[src/rtl/au_scheduler_pkg.sv]
// Shared definitions for the arithmetic-unit scheduler: unit opcodes and FSM states.
package au_scheduler_pkg;

  // Opcodes understood by the shared arithmetic unit (2'b10 is forwarded unchanged)
  localparam logic [1:0] AU_OP_ADD = 2'b00;
  localparam logic [1:0] AU_OP_SUB = 2'b01;
  localparam logic [1:0] AU_OP_SLT = 2'b11;

  // Width of each per-requester grant counter in the statistics build
  localparam int STAT_CNT_W = 16;

  typedef enum logic [1:0] {
    S_IDLE = 2'd0,
    S_EXEC = 2'd1,
    S_RESP = 2'd2
  } state_t;

endpackage

[src/rtl/au_scheduler_rr_arbiter.sv]
// Combinational round-robin arbiter: grants the first requester at or above ptr,
// wrapping to 0. Works for any NREQ, power of two or not. Reusable by other
// shared resources.
module rr_arbiter #(
  parameter int NREQ = 2,
  parameter int IDW  = 1
) (
  input  logic [NREQ-1:0] req,
  input  logic [IDW-1:0]  ptr,
  output logic [NREQ-1:0] grant,
  output logic [IDW-1:0]  grant_idx,
  output logic            any
);

  // Two passes: first requester at/above ptr, otherwise first requester from 0 (wrap)
  always_comb begin
    // NOTE: every output gets a default before any conditional write, so no latch is inferred.
    grant     = '0;
    grant_idx = '0;
    any       = 1'b0;
    for (int i = 0; i < NREQ; i++) begin
      if (!any && req[i] && (i >= int'(ptr))) begin
        grant[i]  = 1'b1;
        grant_idx = IDW'(i);
        any       = 1'b1;
      end
    end
    for (int i = 0; i < NREQ; i++) begin
      if (!any && req[i]) begin
        grant[i]  = 1'b1;
        grant_idx = IDW'(i);
        any       = 1'b1;
      end
    end
  end

endmodule

[src/rtl/au_scheduler.sv]
// Round-robin scheduler sharing one combinational ADD/SUB/SLT unit among NREQ
// requesters. IDLE grants and latches operands, EXEC captures the unit result,
// RESP presents it to the owner until consumed.
// Optional statistics counters are enabled by defining AU_SCHED_STATS_EN.
module au_scheduler
  import au_scheduler_pkg::*;
#(
  parameter int N    = 32,
  parameter int NREQ = 2,
  parameter int IDW  = 1
) (
  input  logic              clk,
  input  logic              rstn,
  input  logic [NREQ-1:0]   req_valid,
  output logic [NREQ-1:0]   req_ready,
  input  logic [NREQ*N-1:0] req_src0,
  input  logic [NREQ*N-1:0] req_src1,
  input  logic [NREQ*2-1:0] req_op,
  output logic [NREQ-1:0]   resp_valid,
  input  logic [NREQ-1:0]   resp_ready,
  output logic [N-1:0]      resp_result,
  output logic [N-1:0]      au_src0,
  output logic [N-1:0]      au_src1,
  output logic [1:0]        au_op,
  input  logic [N-1:0]      au_result
`ifdef AU_SCHED_STATS_EN
  ,
  output logic [NREQ*STAT_CNT_W-1:0] grant_cnt,
  output logic [31:0]                busy_cnt
`endif
);

  state_t            state_q, state_d;
  logic [IDW-1:0]    ptr_q, ptr_d;
  logic [IDW-1:0]    owner_q, owner_d;
  logic [N-1:0]      src0_q, src0_d;
  logic [N-1:0]      src1_q, src1_d;
  logic [1:0]        op_q, op_d;
  logic [N-1:0]      result_q, result_d;
  logic [NREQ-1:0]   resp_valid_q, resp_valid_d;

  logic [NREQ-1:0]   grant;
  logic [IDW-1:0]    grant_idx;
  logic              grant_any;
  logic              accept;
  logic              consume;
  logic [N-1:0]      sel_src0;
  logic [N-1:0]      sel_src1;
  logic [1:0]        sel_op;

  rr_arbiter #(
    .NREQ (NREQ),
    .IDW  (IDW)
  ) u_arb (
    .req       (req_valid),
    .ptr       (ptr_q),
    .grant     (grant),
    .grant_idx (grant_idx),
    .any       (grant_any)
  );

  // Select the winner's operands from the packed request buses
  always_comb begin
    sel_src0 = '0;
    sel_src1 = '0;
    sel_op   = '0;
    for (int i = 0; i < NREQ; i++) begin
      if (grant[i]) begin
        sel_src0 = req_src0[i*N +: N];
        sel_src1 = req_src1[i*N +: N];
        sel_op   = req_op[i*2 +: 2];
      end
    end
  end

  assign accept  = (state_q == S_IDLE) && grant_any;
  // Only the owner's resp_ready matters: resp_valid_q is one-hot on the owner
  assign consume = |(resp_ready & resp_valid_q);

  // Grants are visible only in IDLE; gating with rstn keeps req_ready low while reset is held
  assign req_ready   = (accept && rstn) ? grant : '0;
  assign resp_valid  = resp_valid_q;
  assign resp_result = result_q;
  assign au_src0     = src0_q;
  assign au_src1     = src1_q;
  assign au_op       = op_q;

  // FSM next-state and datapath next-values
  always_comb begin
    state_d      = state_q;
    ptr_d        = ptr_q;
    owner_d      = owner_q;
    src0_d       = src0_q;
    src1_d       = src1_q;
    op_d         = op_q;
    result_d     = result_q;
    resp_valid_d = resp_valid_q;
    case (state_q)
      S_IDLE: begin
        if (grant_any) begin
          src0_d  = sel_src0;
          src1_d  = sel_src1;
          op_d    = sel_op;
          owner_d = grant_idx;
          state_d = S_EXEC;
        end
      end
      S_EXEC: begin
        result_d = au_result;
        for (int i = 0; i < NREQ; i++) begin
          resp_valid_d[i] = (owner_q == IDW'(i));
        end
        state_d = S_RESP;
      end
      S_RESP: begin
        if (consume) begin
          resp_valid_d = '0;
          ptr_d        = (owner_q == IDW'(NREQ - 1)) ? '0 : owner_q + IDW'(1);
          state_d      = S_IDLE;
        end
      end
      default: begin
        state_d = S_IDLE;
      end
    endcase
  end

  // FSM state, pointer, owner and datapath registers
  always_ff @(posedge clk or negedge rstn) begin
    if (!rstn) begin
      // NOTE: operand and result registers are reset too, because they drive
      // au_* and resp_result directly and must read zero out of reset.
      state_q      <= S_IDLE;
      ptr_q        <= '0;
      owner_q      <= '0;
      src0_q       <= '0;
      src1_q       <= '0;
      op_q         <= '0;
      result_q     <= '0;
      resp_valid_q <= '0;
    end else begin
      // NOTE: non-blocking assignments so every flop samples pre-edge values.
      state_q      <= state_d;
      ptr_q        <= ptr_d;
      owner_q      <= owner_d;
      src0_q       <= src0_d;
      src1_q       <= src1_d;
      op_q         <= op_d;
      result_q     <= result_d;
      resp_valid_q <= resp_valid_d;
    end
  end

`ifdef AU_SCHED_STATS_EN
  logic [NREQ*STAT_CNT_W-1:0] grant_cnt_q, grant_cnt_d;
  logic [31:0]                busy_cnt_q, busy_cnt_d;

  // Saturating per-requester grant counters and a wrapping busy-cycle counter
  always_comb begin
    grant_cnt_d = grant_cnt_q;
    for (int i = 0; i < NREQ; i++) begin
      if (accept && grant[i] && (grant_cnt_q[i*STAT_CNT_W +: STAT_CNT_W] != '1)) begin
        grant_cnt_d[i*STAT_CNT_W +: STAT_CNT_W] =
          grant_cnt_q[i*STAT_CNT_W +: STAT_CNT_W] + STAT_CNT_W'(1);
      end
    end
    busy_cnt_d = (state_q != S_IDLE) ? busy_cnt_q + 32'd1 : busy_cnt_q;
  end

  // Statistics registers
  always_ff @(posedge clk or negedge rstn) begin
    if (!rstn) begin
      grant_cnt_q <= '0;
      busy_cnt_q  <= '0;
    end else begin
      grant_cnt_q <= grant_cnt_d;
      busy_cnt_q  <= busy_cnt_d;
    end
  end

  assign grant_cnt = grant_cnt_q;
  assign busy_cnt  = busy_cnt_q;
`endif

endmodule

[config.mk]
export PLATFORM = sky130hd
export DESIGN_NAME = au_scheduler
export DESIGN_NICKNAME = d
export VERILOG_FILES = /design/src/rtl/au_scheduler_pkg.sv /design/src/rtl/au_scheduler_rr_arbiter.sv /design/src/rtl/au_scheduler.sv
export SDC_FILE = /design/constraint.sdc
export NUM_CORES = 1
export LEC_CHECK = 0
export ABC_AREA = 1
export CAP_MARGIN = 5
export CELL_PAD_IN_SITES_DETAIL_PLACEMENT = 1
export CELL_PAD_IN_SITES_GLOBAL_PLACEMENT = 2
export CORE_UTILIZATION = 35
export CTS_CLUSTER_DIAMETER = 100
export DETAILED_ROUTE_END_ITERATION = 12
export DONT_BUFFER_PORTS = 1
export PLACE_DENSITY = 0.88
export REMOVE_ABC_BUFFERS = 1
export SYNTH_ARGS = -nofsm -noshare
export SYNTH_HDL_FRONTEND = slang
export SYNTH_SLANG_ARGS = --single-unit
[constraint.sdc]
create_clock -name clk -period 1.7 [get_ports clk]
set_input_delay 0.34 -clock clk [delete_from_list [all_inputs] [get_ports clk]]
set_output_delay 0.34 -clock clk [all_outputs]
set_load 0.01 [all_outputs]
**Yosys cells after proc, flatten, opt, wreduce, memory -nomap -nowiden**

Cells that the tools add are included.

- $add $sub $neg: 1
- Multiply operators: 0
- Div/mod/pow operators: 0
- Magnitude comparators: 1
- Eq/ne operators: 4
- Shift operators: 0
- Mux-type cells: 21
- Bitwise gates (word level): 2
- Reductions and logical operators: 16

Operator list:

| cell | number |
|---|---|
| 32-bit two-way mux | 4 |
| 1-bit two-way mux | 10 |
| 2-bit two-way mux | 5 |
| 2-bit AND reduction | 4 |
| 1-bit logical AND | 6 |
| 2-bit case mux with 3 select lines | 1 |
| 2-bit != test (second input constant) | 2 |
| 2-bit case mux with 2 select lines | 1 |
| 1-bit logical NOT | 3 |
| 2-bit bitwise AND | 1 |
| 2-bit by 1-bit equality test with 1-bit output (second input constant) | 1 |
| 2-bit equality test (second input constant) | 1 |
| 2-bit logical NOT | 1 |
| 2-bit nonzero test | 1 |
| 2-bit OR reduction | 1 |
| 1-bit adder (second input constant) | 1 |
| 1-bit >= comparator (first input constant) | 1 |
| 1-bit inverter | 1 |

- Bits in registers: 104
- Latch bits: 0
- RAM bits: 0
- Memory bits (read-only): 0
- Input port bits: 170
- Output and inout bits: 102
- Word-level logic and storage cells: 53
- Memories kept: 0

**Longest topological paths before layout**

Gate-level depths: netlist (run 1).

- Depth after elaboration: 15
- Mapped depth: 8

**Modules after synthesis**

A second synthesis (run 1) with hierarchy kept.

- Cell total of the unflattened synthesis: 673
- Area total of the unflattened synthesis: 4898.4 sq um

Modules (own cells, without submodules):

| module | instances | cells an instance | area each (sq um) | seq. area each (sq um) |
|---|---|---|---|---|
| au_scheduler | 1 | 666 | 4868.4 | 2602.5 |
| rr_arbiter | 1 | 7 | 30.0 | 0.0 |

**Worst setup path before layout (run 1)**

No wires, ideal clock.

- Path kind: input to output
- Start point: input port req_valid[0]
- End point: output port req_ready[1]
- Data arrival time: 1169 ps
- Required time: 1360 ps
- Setup slack: 191 ps
- Stages on the path: 6
- Cells stage by stage: buf_2 nand2_1 buf_4 buf_2 nand3_1 nor2_1

- Word-level cells in the longest chain between the ends: 14
- Elaborated cells on any way between the ends: 16

Ends and longest elaborated chain:

| element | RTL line | RTL |
|---|---|---|
| from (decl) | au_scheduler.sv:14 | `input logic [NREQ-1:0] req_valid,` |
| 1-bit logical AND | au_scheduler_rr_arbiter.sv:22 | `if (!any && req[i] && (i >= int'(ptr))) begin` |
| 1-bit two-way mux | au_scheduler_rr_arbiter.sv:22 |  |
| 1-bit logical NOT | au_scheduler_rr_arbiter.sv:22 |  |
| 1-bit logical AND | au_scheduler_rr_arbiter.sv:22 |  |
| 1-bit two-way mux | au_scheduler_rr_arbiter.sv:22 |  |
| 1-bit logical NOT | au_scheduler_rr_arbiter.sv:29 | `if (!any && req[i]) begin` |
| 1-bit logical AND | au_scheduler_rr_arbiter.sv:29 |  |
| 1-bit two-way mux | au_scheduler_rr_arbiter.sv:29 |  |
| 1-bit logical NOT | au_scheduler_rr_arbiter.sv:29 |  |
| 1-bit logical AND | au_scheduler_rr_arbiter.sv:29 |  |
| 1-bit two-way mux | au_scheduler_rr_arbiter.sv:29 |  |
| 1-bit logical AND | au_scheduler.sv:76 | `assign accept = (state_q == S_IDLE) && grant_any;` |
| 1-bit logical AND | au_scheduler.sv:81 | `assign req_ready = (accept && rstn) ? grant : '0;` |
| 2-bit two-way mux (*) | au_scheduler.sv:81 |  |
| to (decl) | au_scheduler.sv:15 | `output logic [NREQ-1:0] req_ready,` |

Mark *: on every way between the ends. The rest lies on a longest branch, timed or not.

**Worst setup path in the final report (run 1)**

- Start point: register state_q[0]
- End point: output port req_ready[0]

- Word-level cells in the longest chain between the ends: 4

Ends and longest elaborated chain:

| element | RTL line | RTL |
|---|---|---|
| from (decl) | au_scheduler.sv:33 | `state_t state_q, state_d;` |
| from (signal assigned) | au_scheduler.sv:143 | `state_q <= state_d;` |
| 2-bit logical NOT | au_scheduler.sv:76 |  |
| 1-bit logical AND | au_scheduler.sv:76 |  |
| 1-bit logical AND | au_scheduler.sv:81 |  |
| 2-bit two-way mux | au_scheduler.sv:81 |  |

No other way between the ends.

==> reports/metrics.yaml, run 1 <==
setup_path:
  r2r-start: "state_q[0]"
  end_kind: "primary output"
  cpPeakStageDelay_ns: 0.42
  startpoint: "state_q[0]"
  path_cells: "nor2_2 -> o21ai_4 -> nor2_4"
  crit_arrival_ns: 1.27
  cpMaxStageDelayCell: "dfrtp_1"
  crit_type: "reg2out"
  crit_required_ns: 1.36
  cp_max_fo: 9
  crit_path_start_kind: "register"
global_routing:
  grt_pass1_wl_um: 22800
  antenna_found_initial: 0
  grt_pass1_vias: 4484
  gr-total-overflow: 0
  grt_max_degree: 107
  grt.total_usage: 0.196
finish:
  num-nets-final: 822
  post_route_cells_drive_above_1_share: 0.0563
  layoutNonFillerInstCount: 837
  syn_to_final_growth_pct: 8.52
  antenna_cells: 0
  finish.utilization: 0.390
timing:
  setup_tns_ns: 0
  rsz0062_at_grt: "false"
  worst_slack_ns: 0.0946
  finalHoldViolCount: 104
  slew-limit-headroom: 0.712
  clock_skew_ns: 0.0100
  period_minus_slack_ns: 1.61
  max_freq_mhz: 623
  slew_viol_final: 0
  holdWs_ns: -0.326
  tightest_slew_ns: 0.432
  timing.final.crit_share: 0.944
  setup_viol: 0
job:
  drv_cap: 0
yosys:
  ys_warn_count: 0
  netlist_top_cells_area: "dfrtp_1 52%, nand2_1 28%, nand3_1 14%"
  seq_area_frac_synth: 0.520
  synthFlopType: "dfrtp_1"
  synth_edf_count: 0
  avgSynthCellArea_um2: 7.39
  synth_seq_cells: 104
  yosys.area.top_type: "dfrtp_1"
  netlist_area_um2: 5010
  synthArstFlopShare: 1.00
  synth.top_cell.area_share: 0.520
  syn_inst: 678
  ys_types: 13
  yosysMostFrequentCell: "nand2_1"
  synthTopCellsByCount: "375 x nand2_1, 136 x nand3_1, 104 x dfrtp_1, 34 x buf_2, 11 x clkbuf_1"
clock_tree:
  clk_latency_ns: 0.35
  cts_made_buffers: 9
  path_clk_slew_ns: 0.08
  cts_tree: "yes"
  clk_path_buf_depth: 2
  htreeDepth: 3
  clkSinkCount: 104
  cts-root-buf: "clkbuf_16"
die:
  die_x_um: 122
  rows: 43
  start_util: 0.359
  core_area_um2: 13900
  pin_count: 272
  fp.dieH_um: 122
  die_area_um2: 14800
route:
  avgViaCountPerCell: 5.19
  dr.pass1.iters: 4
  ant_nets: 0
  via_count: 4348
  routedWlPerCell_um: 17.3
  drt_iter0_markers: 218
  drcViolationCount: 0
  routed_wl_um: 14400
power:
  internal_power_w: 0.00583
  vdd_drop_max_uv: 867
  p_sw_w: 0.00442
  power_density_nw_per_um2: 1890
  power_frac_seq: 0.488
  switching_share: 0.431
  combPwrFrac: 0.299
  p_clk_frac: 0.213
  p_leak_nw: 3.00
  power.total_w: 0.0103
place:
  place_inst: 817
  gp_congestion: 0.736
  place_hpwl_um: 10100
  io_buffer_count: 0
  post-place-ws_ns: 0.300
outcome:
  violations: "hold timing"
  outcome: "complete, but fails checks"
hold_path:
  hold_class: "in2async"
## flip-flops by register name, indices dropped and copies added, names as in the netlist
signal,cells
au_src0,32
au_src1,32
resp_result,32
au_op,2
resp_valid,2
state_q,2
owner_q,1
ptr_q,1
## critical path, delay by kind of cell (launching register included)
kind | cells | cell delay (ns)
compound gates | 1 | 0.13
simple gates | 2 | 0.36
flops | 1 | 0.42
## cell usage in the layout (no fill, tap or decap), types with 2 or more instances in the layout
| master | n |
|---|---|
| nor2_4 | 2 |
| inv_1 | 5 |
| clkbuf_16 | 9 |
| dfrtp_1 | 104 |
| clkinv_4 | 3 |
| nand2_1 | 373 |
| nand3_1 | 135 |
| buf_4 | 12 |
| nand2_2 | 2 |
## cell families (layout without fill, tap and decap cells)
kind of cell,after synthesis,after routing,synth area share
AOI/OAI and AO/OA,2,2,0.00425
buffers and inverters,56,35,0.0542
DFF,104,104,0.520
and+or+nand+nor,516,516,0.422
## power groups by stage
stage / sequential [W] / combinational, W / clock (W)
floorplan: 0.00469 / 0.00218 / 0
global placement: 0.00503 / 0.00282 / 0
detailed placement: 0.00506 / 0.00303 / 0
CTS: 0.00503 / 0.00307 / 0.00226
global route: 0.00513 / 0.00357 / 0.00233
finish: 0.00500 / 0.00306 / 0.00218
## worst paths after layout
| kind | slack (ns) | cells past startpoint | endpoint |
|---|---|---|---|
| setup / recovery | 0.09 | 3 | req_ready[0] |
| hold / removal | -0.33 | 0 | resp_result[31] |
| setup reg to reg | 0.16 | 7 | au_src0[8] |
| hold reg to reg | 0.54 | 1 | ptr_q |
| max in group asynchronous | 1.86 | 0 | au_src1[6] |
| min in group clk | 0.09 | 2 | resp_result[2] |
## through the flow
| stage | hold slack [ns] | instance area [µm²] |
|---|---|---|
| after floorplan | 0.0444 | 4760 |
| after global placement | 0.0465 | 5070 |
| after detailed placement | 0.0460 | 5070 |
| after CTS | -0.340 | 5400 |
| after global routing | -0.340 | 5440 |
| final | -0.326 | 5440 |
## metal layers
layer | up-vias | GRT usage | part of all wire
li1 | 2082 | - | -
met1 | 2105 | 0.233 | 0.40
met2 | 139 | 0.339 | 0.51
met3 | 22 | 0.0407 | 0.066
met4 | 0 | 0.0918 | 0.025
met5 | - | 0 | 0
## area by class of cell
class	count	area [µm²]
well taps	180	225
inverters	6	22.5
clock buffers	10	239
clock inverters	6	76.3
fillers	1748	8500
repair buffers	13	110
multi-input cells	518	2160
flip-flops and latches	104	2600
## timing repair
action,CTS,global route
endpoints found under the hold margin,104,104
buffers inserted,0,4
gates resized for setup,3,2
endpoints found under the setup margin,2,2
Power figures use the tool's default switching activity.
==> inputs of run 2 (changes only) <==
==> constraint.sdc (replaced) <==
create_clock -name clk -period 1.7 [get_ports clk]
set_input_delay 0.51 -clock clk [delete_from_list [all_inputs] [get_ports clk]]
set_output_delay 0.51 -clock clk [all_outputs]
set_load 0.01 [all_outputs]
==> run 2 against run 1 <==
Compared with the run above:
- the flow finishes with violations (hold timing, setup timing)
- clock-buffer cell count is 1 lower
- fmax is 6.6% lower
- routed wire length is 3.2% lower
- clock power is 2% lower
- cell area is 0.81% lower
- largest power group unchanged
- highest routed layer unchanged
==> reports/metrics.yaml, run 2 (synthesis results as in run 1) <==
timing:
  max_freq_mhz: 582  # -6.6%
  setup_viol: 1  # +1
  slew-limit-headroom: 0.710  # -0.00268
  setup_tns_ns: -0.0187  # -0.0187 ns
  period_minus_slack_ns: 1.72  # +0.113 ns
  clock_skew_ns: 0.00834  # -0.00167 ns
  holdWs_ns: -0.146  # +0.180 ns
  finalHoldViolCount: 104  # unchanged
  rsz0062_at_grt: "true"
  timing.final.crit_share: 1.01  # +0.0667
  worst_slack_ns: -0.0187  # -0.113 ns
  tightest_slew_ns: 0.436  # +0.00402 ns
  slew_viol_final: 0  # unchanged
route:
  ant_nets: 0  # unchanged
  dr.pass1.iters: 4  # unchanged
  drt_iter0_markers: 170  # -22%
  avgViaCountPerCell: 5.22  # +0.58%
  via_count: 4368  # +0.46%
  routed_wl_um: 14000  # -3.2%
  drcViolationCount: 0  # unchanged
  routedWlPerCell_um: 16.7  # -3.1%
die:
  core_area_um2: 13900  # unchanged
  rows: 43  # unchanged
  start_util: 0.359  # unchanged
  die_x_um: 122  # unchanged
  die_area_um2: 14800  # unchanged
  pin_count: 272  # unchanged
  fp.dieH_um: 122  # unchanged
power:
  combPwrFrac: 0.293  # -0.006
  power_frac_seq: 0.496  # +0.008
  internal_power_w: 0.00573  # -1.7%
  power.total_w: 0.0101  # -1.5%
  p_sw_w: 0.00437  # -1.1%
  p_leak_nw: 2.99  # -0.40%
  switching_share: 0.432  # +0.00134
  p_clk_frac: 0.211  # -0.002
  vdd_drop_max_uv: 609  # -30%
  power_density_nw_per_um2: 1870  # -0.65%
clock_tree:
  path_clk_slew_ns: 0.07  # about the same
  clk_path_buf_depth: 2  # unchanged
  htreeDepth: 3  # unchanged
  cts_made_buffers: 9  # unchanged
  clk_latency_ns: 0.35  # about the same
  cts_tree: "yes"
  cts-root-buf: "clkbuf_16"
  clkSinkCount: 104  # unchanged
hold_path:
  hold_class: "in2async"
outcome:
  outcome: "complete, but fails checks"
  violations: "hold timing, setup timing"
setup_path:
  cpPeakStageDelay_ns: 0.40  # -0.02 ns
  cpMaxStageDelayCell: "dfrtp_1"
  crit_type: "reg2out"
  end_kind: "primary output"
  crit_path_start_kind: "register"
  crit_arrival_ns: 1.21  # -0.06 ns
  path_cells: "nor2_4 -> o21ai_4 -> nor2_1 -> buf_4"
  crit_required_ns: 1.19  # -0.17 ns
  cp_max_fo: 4  # -5
finish:
  num-nets-final: 821  # -0.12%
  register_area_um2: 2600  # unchanged
  layout_commonest_cell: "nand2_1"
  antenna_cells: 0  # unchanged
  syn_to_final_growth_pct: 7.64
  multi_input_area_um2: 2150  # -0.58%
  n_fill_cell: 1737  # -0.63%
  layout_common_cells: "373 x nand2_1, 136 x nand3_1, 104 x dfrtp_1, 12 x buf_4, 9 x clkbuf_16"
  post_route_cells_drive_above_1_share: 0.0518  # -0.00449
place:
  io_buffer_count: 0  # unchanged
  post-place-ws_ns: 0.243  # -0.0570 ns
  gp_congestion: 0.726  # -1.4%
  place_hpwl_um: 9850  # -2.1%
global_routing:
  gr-total-overflow: 0  # unchanged
  grt_max_degree: 107  # unchanged
  grt_pass1_vias: 4467  # -0.38%
  grt.total_usage: 0.191  # -0.00566
  grt_pass1_wl_um: 22100  # -2.9%
  antenna_found_initial: 0  # unchanged
job:
  drv_cap: 0  # unchanged
-- run 2: worst paths after layout --
| path | start | to | slack (ns) | cells after the start |
|---|---|---|---|---|
| max in group asynchronous | rstn | au_op[0] | 1.65 | 0 |
| max reg2reg | ptr_q | au_src0[14] | 0.38 | 6 |
| min reg2reg | ptr_q | ptr_q | 0.55 | 2 |
| min in group clk | au_result[28] | resp_result[28] | 0.27 | 2 |
| min | rstn | resp_result[18] | -0.15 | 0 |
| max | state_q[1] | req_ready[0] | -0.02 | 4 |
-- run 2: final cells by class --
cell class | instances | area share
Multi-Input combinational cell | 518 | 0.398
Tap cell | 180 | 0.0418
Clock buffer | 9 | 0.0418
Sequential cell | 104 | 0.483
Timing Repair Buffer | 12 | 0.0167
Clock inverter | 7 | 0.0146
Inverter | 6 | 0.00418
-- run 2: power by group through the flow --
| stage | clock (W) | combinational, W | sequential, W |
|---|---|---|---|
| 6_report | 0.00214 | 0.00296 | 0.00501 |
| 4_1_cts | 0.00222 | 0.00305 | 0.00501 |
| 2_1_floorplan | 0 | 0.00218 | 0.00469 |
| 3_5_place_dp | 0 | 0.00302 | 0.00505 |
| 3_3_place_gp | 0 | 0.00281 | 0.00502 |
| 5_1_grt | 0.00231 | 0.00349 | 0.00512 |
-- run 2: worst max-delay path: cells and delay by family, from the launching register on --
| kind | cells | cell delay [ns] |
|---|---|---|
| AOI/OAI and AO/OA | 1 | 0.08 |
| buffers and inverters | 1 | 0.14 |
| DFF | 1 | 0.40 |
| and+or+nand+nor | 2 | 0.23 |
-- run 2: what timing repair did --
| item | 4_1_cts | 5_1_grt |
|---|---|---|
| setup endpoints to repair | 2 | 2 |
| setup buffers | 1 | 0 |
| endpoints found under the hold margin | 104 | 104 |
| resized for setup | 1 | 1 |
| pin swaps | 1 | 0 |
-- run 2: metrics by stage --
| stage | hold slack [ns] | instances | cell area [µm²] | utilization |
|---|---|---|---|---|
| 6_report | -0.146 | 836 | 5390 | 0.387 |
| 5_1_grt | -0.168 | 836 | 5390 | 0.387 |
| 4_1_cts | -0.166 | 836 | 5390 | 0.387 |
| 3_5_place_dp | 0.216 | 819 | 5070 | 0.364 |
| 3_3_place_gp | 0.216 | 819 | 5070 | 0.364 |
| 2_1_floorplan | 0.214 | 628 | 4760 | - |
-- run 2: per-layer routing --
| layer | vias to the layer above | part of all wire | global-route usage |
|---|---|---|---|
| met5 | - | 0 | 0 |
| met4 | 0 | 0.044 | 0.117 |
| met3 | 41 | 0.059 | 0.0351 |
| met2 | 160 | 0.50 | 0.326 |
| met1 | 2085 | 0.40 | 0.221 |
| li1 | 2082 | - | - |
==> inputs of run 3 (changes only) <==
--- a/config.mk
+++ b/config.mk
@@ -13,6 +13,7 @@
 export CTS_CLUSTER_DIAMETER = 100
 export DETAILED_ROUTE_END_ITERATION = 12
 export DONT_BUFFER_PORTS = 1
+export MAX_ROUTING_LAYER = met4
 export PLACE_DENSITY = 0.88
 export REMOVE_ABC_BUFFERS = 1
 export SYNTH_ARGS = -nofsm -noshare
==> run 3 against run 2 <==
Compared with the run above:
- the flow still finishes with violations (hold timing, setup timing)
- utilization is the same
- first-iteration DRC count grew 15%
- hold slack is essentially flat
- via count is essentially flat
- critical endpoint unchanged
==> reports/metrics.yaml, run 3 (synthesis results as in run 1) <==
setup_path:
  end_kind: "primary output"
  crit_required_ns: 1.19  # about the same
  crit_type: "reg2out"
  cp_max_fo: 4  # unchanged
  crit_arrival_ns: 1.21  # about the same
  startpoint: "state_q[1]"
  r2r-start: "ptr_q"
  crit_path_start_kind: "register"
global_routing:
  grt.total_usage: 0.197  # +0.00593
  grt_max_degree: 107  # unchanged
  gr-total-overflow: 0  # unchanged
  grt_pass1_wl_um: 22100  # about the same
  antenna_found_initial: 0  # unchanged
  grt_pass1_vias: 4472  # +0.11%
finish:
  syn_to_final_growth_pct: 7.64  # unchanged
  antenna_cells: 0  # unchanged
  layout_common_cells: "373 x nand2_1, 136 x nand3_1, 104 x dfrtp_1, 12 x buf_4, 9 x clkbuf_16"
  num-nets-final: 821  # unchanged
  layoutNonFillerInstCount: 836  # unchanged
  layout_commonest_cell: "nand2_1"
  multi_input_area_um2: 2150  # unchanged
  n_fill_cell: 1737  # unchanged
  stdcell_area_um2: 5390  # unchanged
  register_area_um2: 2600  # unchanged
  post_route_cells_drive_above_1_share: 0.0518  # unchanged
timing:
  worst_slack_ns: -0.0190  # -0.000309 ns
  max_freq_mhz: 582  # about the same
  timing.final.crit_share: 1.01  # about the same
  tightest_slew_ns: 0.438  # +0.00251 ns
  holdWs_ns: -0.146  # -0.000399 ns
  rsz0062_at_grt: "true"
  clock_skew_ns: 0.00852  # +0.000175 ns
  period_minus_slack_ns: 1.72  # +0.000309 ns
  setup_viol: 1  # unchanged
  slew_viol_final: 0  # unchanged
  slew-limit-headroom: 0.708  # -0.00167
  finalHoldViolCount: 104  # unchanged
clock_tree:
  cts_tree: "yes"
  cts-root-buf: "clkbuf_16"
  cts_made_buffers: 9  # unchanged
  htreeDepth: 3  # unchanged
  clk_path_buf_depth: 2  # unchanged
  path_clk_slew_ns: 0.07  # about the same
  clk_latency_ns: 0.35  # about the same
  clkSinkCount: 104  # unchanged
route:
  avgViaCountPerCell: 5.23  # about the same
  drcViolationCount: 0  # unchanged
  routedWlPerCell_um: 16.8  # +0.29%
  dr.pass1.iters: 4  # unchanged
  ant_nets: 0  # unchanged
  via_count: 4372  # +0.092%
  routed_wl_um: 14000  # +0.29%
  drt_iter0_markers: 196  # +15%
outcome:
  violations: "hold timing, setup timing"
  outcome: "complete, but fails checks"
power:
  vdd_drop_max_uv: 611  # +0.32%
  power.total_w: 0.0101  # +0.13%
  power_density_nw_per_um2: 1880  # +0.13%
  p_leak_nw: 2.99  # unchanged
die:
  core_area_um2: 13900  # unchanged
  die_x_um: 122  # unchanged
  die_area_um2: 14800  # unchanged
  pin_count: 272  # unchanged
  fp.dieH_um: 122  # unchanged
  start_util: 0.359  # unchanged
  rows: 43  # unchanged
place:
  place_area_um2: 5070  # unchanged
  gp_congestion: 0.735  # +1.2%
  place_hpwl_um: 9850  # unchanged
  place_inst: 819  # unchanged
  io_buffer_count: 0  # unchanged
  post-place-ws_ns: 0.243  # unchanged
job:
  drv_cap: 0  # unchanged
hold_path:
  hold_class: "in2async"
run 3: cell counts in the layout (fill, tap and decap cells not counted):
Identical to the previous run, type by type.
run 3: worst paths after layout:
kind	endpoint	slack [ns]	cells past startpoint
worst min-delay path	resp_result[18]	-0.15	0
worst min register to register	ptr_q	0.55	2
worst max-delay path	req_ready[0]	-0.02	4
min in group clk	resp_result[28]	0.27	2
max in group asynchronous	au_src0[3]	1.63	0
worst max register to register	au_src0[14]	0.37	6
run 3: power by group:
| group | switching [W] | internal (W) |
|---|---|---|
| combinational | 0.00199 | 0.000978 |
| clock | 0.000981 | 0.00116 |
| sequential | 0.00141 | 0.00359 |
| total | 0.00438 | 0.00573 |
run 3: area by class of cell:
cell class / count / share of cell area
Clock buffer: 9 / 0.0418
Clock inverter: 7 / 0.0146
Inverter: 6 / 0.00418
Multi-Input combinational cell: 518 / 0.398
Sequential cell: 104 / 0.483
Tap cell: 180 / 0.0418
Timing Repair Buffer: 12 / 0.0167
run 3: routing by layer:
layer	GRT usage	routed length, µm	up-vias
met4	0.117	607	0
met2	0.327	7010	154
li1	-	-	2080
met5	-	0	-
met1	0.224	5650	2097
met3	0.0304	748	41
run 3: per-stage QoR:
stage	utilization	TNS [ns]
after detailed placement	0.364	0
after floorplan	-	-47.60
after CTS	0.387	-0.123
after global routing	0.387	-0.130
after global placement	0.364	0
final	0.387	-0.0190
run 3: timing repair:
action                     CTS  global route
resized for setup            1             1
setup endpoints to repair    2             2
setup buffers                1             0
hold endpoints to repair   104           104
pin swaps                    1             0
run 3: worst max-delay path, stage by stage, from the launching register on:
cell	delay, ns
dfrtp_1	0.40
nor2_4	0.14
o21ai_4	0.08
nor2_1	0.09
buf_4	0.14
